`config.mk`:
```
export PLATFORM = sky130hd
export DESIGN_NAME = amp_power_seq
export DESIGN_NICKNAME = d
export VERILOG_FILES = /design/src/rtl/amp_power_seq.sv
export SDC_FILE = /design/constraint.sdc
export NUM_CORES = 1
export LEC_CHECK = 0
export ABC_CLOCK_PERIOD_IN_PS = 4100
export CAP_MARGIN = 15
export CORE_MARGIN = 3
export CORE_UTILIZATION = 40
export DETAILED_ROUTE_END_ITERATION = 10
export GPL_TIMING_DRIVEN = 0
export PLACE_DENSITY_LB_ADDON = 0.05
export SYNTH_ARGS = -nofsm -noshare
export SYNTH_HDL_FRONTEND = slang
export SYNTH_SLANG_ARGS = --single-unit
```
`constraint.sdc`:
```
create_clock -name clk -period 4.1 [get_ports clk]
set_input_delay 0.41 -clock clk [delete_from_list [all_inputs] [get_ports clk]]
set_output_delay 0.41 -clock clk [all_outputs]
set_load 0.02 [all_outputs]
```
`src/rtl/amp_power_seq.sv`:
```
// rtl/amp_power_seq.sv - class-D amplifier power-up/down sequencer
// Sequences enable, settle, I2C init table, I2S lock wait and unmute; reverses on shutdown.
module amp_power_seq #(
    parameter int SETTLE_CYC = 4096,
    parameter int RAMP_CYC   = 2048,
    parameter int N_INIT     = 4,
    parameter int CNT_W      = 16,
    parameter int IDX_W      = (N_INIT > 1) ? $clog2(N_INIT) : 1
) (
    input  logic             clk,
    input  logic             reset,
    input  logic             amp_en_req,
    input  logic             i2s_lock,
    input  logic [15:0]      init_data,
    output logic [IDX_W-1:0] init_idx,
    output logic             i2c_req,
    output logic [7:0]       i2c_addr,
    output logic [7:0]       i2c_data,
    input  logic             i2c_ack,
    input  logic             i2c_err,
    output logic             amp_nenable,
    output logic             amp_nmute,
    output logic             fault,
    output logic [2:0]       state
);

    typedef enum logic [2:0] {
        ST_OFF       = 3'd0,
        ST_SETTLE    = 3'd1,
        ST_INIT      = 3'd2,
        ST_WAIT_LOCK = 3'd3,
        ST_RUN       = 3'd4,
        ST_RAMP      = 3'd5,
        ST_FAULT     = 3'd6
    } state_t;

    localparam logic [CNT_W-1:0] SETTLE_LAST = CNT_W'(SETTLE_CYC - 1);
    localparam logic [CNT_W-1:0] RAMP_LAST   = CNT_W'(RAMP_CYC - 1);
    localparam logic [IDX_W-1:0] IDX_LAST    = IDX_W'(N_INIT - 1);

    state_t             state_q, state_d;
    logic [CNT_W-1:0]   cnt_q, cnt_d;
    logic [IDX_W-1:0]   init_idx_q, init_idx_d;
    logic               i2c_req_q, i2c_req_d;
    logic [7:0]         i2c_addr_q, i2c_addr_d;
    logic [7:0]         i2c_data_q, i2c_data_d;
    logic               nenable_q, nenable_d;
    logic               nmute_q, nmute_d;
    logic               fault_q, fault_d;

    always_comb begin
        state_d    = state_q;
        init_idx_d = init_idx_q;
        i2c_req_d  = i2c_req_q;
        i2c_addr_d = i2c_addr_q;
        i2c_data_d = i2c_data_q;

        case (state_q)
            ST_OFF: begin
                if (amp_en_req) state_d = ST_SETTLE;
            end
            ST_SETTLE: begin
                if (!amp_en_req) begin
                    state_d = ST_RAMP;
                end else if (cnt_q == SETTLE_LAST) begin
                    state_d    = ST_INIT;
                    i2c_req_d  = 1'b1;
                    i2c_addr_d = init_data[15:8];
                    i2c_data_d = init_data[7:0];
                end
            end
            ST_INIT: begin
                // An outstanding write always completes before shutdown is honoured.
                if (i2c_req_q) begin
                    if (i2c_err) begin
                        state_d   = ST_FAULT;
                        i2c_req_d = 1'b0;
                    end else if (i2c_ack) begin
                        i2c_req_d = 1'b0;
                        if (!amp_en_req) begin
                            state_d = ST_RAMP;
                        end else if (init_idx_q == IDX_LAST) begin
                            state_d = ST_WAIT_LOCK;
                        end else begin
                            init_idx_d = init_idx_q + IDX_W'(1);
                        end
                    end
                end else if (!amp_en_req) begin
                    state_d = ST_RAMP;
                end else begin
                    i2c_req_d  = 1'b1;
                    i2c_addr_d = init_data[15:8];
                    i2c_data_d = init_data[7:0];
                end
            end
            ST_WAIT_LOCK: begin
                if (!amp_en_req)   state_d = ST_RAMP;
                else if (i2s_lock) state_d = ST_RUN;
            end
            ST_RUN: begin
                if (!amp_en_req)    state_d = ST_RAMP;
                else if (!i2s_lock) state_d = ST_WAIT_LOCK;
            end
            ST_RAMP: begin
                if (cnt_q == RAMP_LAST) state_d = ST_OFF;
            end
            ST_FAULT: begin
                if (!amp_en_req) state_d = ST_OFF;
            end
            default: state_d = ST_OFF;
        endcase

        if (state_d != ST_INIT) init_idx_d = '0;
        cnt_d = (state_d != state_q) ? '0 : cnt_q + CNT_W'(1);

        // Pin levels derive from the next state so they change on the entry edge.
        nenable_d = (state_d == ST_OFF) || (state_d == ST_FAULT);
        nmute_d   = (state_d == ST_RUN);
        fault_d   = (state_d == ST_FAULT);
    end

    always_ff @(posedge clk) begin
        if (reset) begin
            state_q    <= ST_OFF;
            cnt_q      <= '0;
            init_idx_q <= '0;
            i2c_req_q  <= 1'b0;
            i2c_addr_q <= 8'h00;
            i2c_data_q <= 8'h00;
            nenable_q  <= 1'b1;
            nmute_q    <= 1'b0;
            fault_q    <= 1'b0;
        end else begin
            state_q    <= state_d;
            cnt_q      <= cnt_d;
            init_idx_q <= init_idx_d;
            i2c_req_q  <= i2c_req_d;
            i2c_addr_q <= i2c_addr_d;
            i2c_data_q <= i2c_data_d;
            nenable_q  <= nenable_d;
            nmute_q    <= nmute_d;
            fault_q    <= fault_d;
        end
    end

    assign init_idx    = init_idx_q;
    assign i2c_req     = i2c_req_q;
    assign i2c_addr    = i2c_addr_q;
    assign i2c_data    = i2c_data_q;
    assign amp_nenable = nenable_q;
    assign amp_nmute   = nmute_q;
    assign fault       = fault_q;
    assign state       = state_q;

endmodule
```
==> impl_metrics.json <==
{
  "tightest_slew_ns": 0.448,
  "cts_tree": "yes",
  "nets": 290,
  "crit_buf_inv": 0,
  "period_minus_slack_ns": 2.05,
  "cts_buffers": 5,
  "overflow": 0,
  "crit_chain": "ha_1 > and3_2 > nand2_2 > nor3_2 > a21o_2 > xor2_2 > nor3b_1",
  "grt_util_all_layers": 0.149,
  "ff2ff_path_depth": 7,
  "met1_usage": 0.193,
  "avgSynthCellArea_sq_um": 9.19,
  "dpl_cell_area_sq_mm": 0.00250,
  "clockRootBuffer": "clkbuf_8",
  "end_kind": "flop",
  "ys_warn_count": 0,
  "setup_viol": 0,
  "crit_family": "simple AND/OR/NAND/NOR gates",
  "drt_iter0_markers": 52,
  "r2r-start": "cnt_q[0]",
  "grt_pass1_wl_um": 7130,
  "grt_max_degree": 13,
  "worstPathRequired_ns": 4.27,
  "startpoint": "cnt_q[0]",
  "first_global_vias": 1561,
  "wirelength_um": 4130,
  "clk_pin_slew_worst_paths_ns": 0.07,
  "holdBufCountCts": 0,
  "io_buffers": 45,
  "core_sq_mm": 0.00453,
  "cp.arrival_ns": 2.21,
  "drcViolationCount": 0,
  "status": "completed",
  "skew_ns": 0.00843,
  "fmax_mhz": 488,
  "drive_above_1_share": 0.105,
  "synth_top_area_frac": 0.417,
  "hold_path_class": "reg -> reg",
  "synth_area_leaders": "dfxtp_1 42%, mux2i_1 9.2%, nor2_1 6.3%, xor2_1 4.0%, nor3_1 3.8%",
  "grtUsageMet3": 0.0650,
  "post_cts_buffers": 0,
  "synth_seq_cells": 41,
  "hpwl_um": 3100,
  "num_io_pins": 47,
  "syn_area_sq_mm": 0.00197,
  "r2r_setup_slack_ns": 2.05,
  "cp_slowest_stage_delay_ns": 0.37,
  "fin_tns_setup_ns": 0,
  "period_share": 0.500,
  "path_max_fanout": 8,
  "drtPass1Iterations": 4,
  "netlist-cell-type-count": 47,
  "ys.flop_type": "dfxtp_1",
  "final_cell_mix": "45 x clkdlybuf4s50_1, 41 x dfxtp_1, 33 x nor2_1",
  "cp-start-kind": "flop",
  "cap_viol_max_count": 0,
  "r2r-end": "cnt_q[1]",
  "cts_buffer_depth": 2,
  "fin_area_sq_mm": 0.00258,
  "vias": 1638,
  "ant_nets": 0,
  "slew_violations": 0,
  "async_flop_share": 0,
  "rsz0062_at_grt": "false",
  "wire_per_inst_um": 12.5,
  "globalplace.congestion": 0.879,
  "worstSetupPathType": "reg -> reg",
  "cts.sinks": 41,
  "grtUsageMet2": 0.218,
  "critical_path_depth": 7,
  "avgViaCountPerCell": 4.93,
  "diodes": 0,
  "holdWs_ns": 0.463,
  "start_util": 0.434,
  "layout_commonest_cell": "clkdlybuf4s50_1",
  "ir_drop_v": 0.000168,
  "antenna_found_initial": 0,
  "areaGrowthSynthToFinish_pct": 31.3,
  "h-tree-depth": 2,
  "endpoint": "cnt_q[1]",
  "p_per_area_mw_per_mm2": 304,
  "die_w_um": 76.1,
  "synth_cells": 214,
  "num_rows": 24,
  "synth_seq_area_share": 0.417,
  "yosys.area.top_type": "dfxtp_1",
  "synth_nets": 238,
  "leakage_nw": 1.02,
  "crit_slowest_cell": "xor2_2",
  "fp.dieH_um": 76.1,
  "synth_edf_count": 0,
  "busiest_layer": "met2",
  "cts_resized": 0,
  "dieArea_sq_mm": 0.00579,
  "max-slew-margin-rel": 0.701,
  "hold_viol_final": 0,
  "clock_latency_ns": 0.29
}
## state kept, by name, summed over array words and instances, names as in the netlist
signal	cells
cnt_q	16
i2c_addr	8
state	3
i2c_data	8
init_idx	2
amp_nmute	1
fault	1
i2c_req	1
amp_nenable	1
## final cells by class
cell class	count	area, sq um
plain buffers	9	60.1
clock buffers	7	76.3
clock inverters	1	7.51
fillers	431	1950
inverters	3	11.3
multi-input cells	161	1070
flip-flops and latches	41	821
well taps	65	81.3
repair buffers	45	450
## layer usage
layer  wire length [um]  share of wire
met5                  0              0
met3                301          0.073
met1               2050           0.49
met4                 67          0.016
met2               1720           0.42
## cells by family (layout without fill, tap and decap cells)
logic type	after synthesis	in the layout	synth area share
adder cells (fa/ha/maj)	2	2	0.0127
buffers and inverters	12	65	0.0363
XOR/XNOR	16	16	0.0751
flip-flops	41	41	0.417
multiplexers	18	18	0.0916
AO/OA/AOI/OAI	25	25	0.0941
AND/OR/NAND/NOR	100	100	0.273
## synthesized netlist by cell type (3+ instances only)
master / number
xnor2_1: 6
nor3_1: 15
a21oi_1: 7
nor2_1: 33
buf_2: 3
dfxtp_1: 41
nor3b_1: 3
nand2b_1: 7
nand3_1: 8
nand4_1: 3
nand2_1: 11
mux2i_1: 18
nor2b_1: 3
xor2_1: 9
o21ai_0: 4
## power breakdown
| part | switching, mW | internal, mW |
|---|---|---|
| clock | 0.131 | 0.120 |
| sequential | 0.00654 | 0.407 |
| combinational | 0.0624 | 0.0577 |
| total | 0.200 | 0.585 |
## per-stage QoR
| stage | worst slack, ns | std cells | total power, mW | utilization |
|---|---|---|---|---|
| 5_1_grt | 1.86 | 332 | 0.827 | 0.570 |
| 4_1_cts | 2.05 | 332 | 0.797 | 0.570 |
| 2_1_floorplan | 2.34 | 214 | 0.494 | - |
| 6_report | 2.05 | 332 | 0.785 | 0.570 |
| 3_3_place_gp | 1.85 | 324 | 0.544 | 0.551 |
| 3_5_place_dp | 1.89 | 324 | 0.543 | 0.551 |
## worst min-delay path by stage
stage / cells after the start / startpoint / endpoint
6_report: 1 / cnt_q[0] / cnt_q[0]
4_1_cts: 1 / cnt_q[0] / cnt_q[0]
5_1_grt: 1 / cnt_q[0] / cnt_q[0]
3_3_place_gp: 1 / cnt_q[0] / cnt_q[0]
2_1_floorplan: 1 / cnt_q[0] / cnt_q[0]
3_5_place_dp: 1 / cnt_q[0] / cnt_q[0]
(Power assumes the default switching activity.)
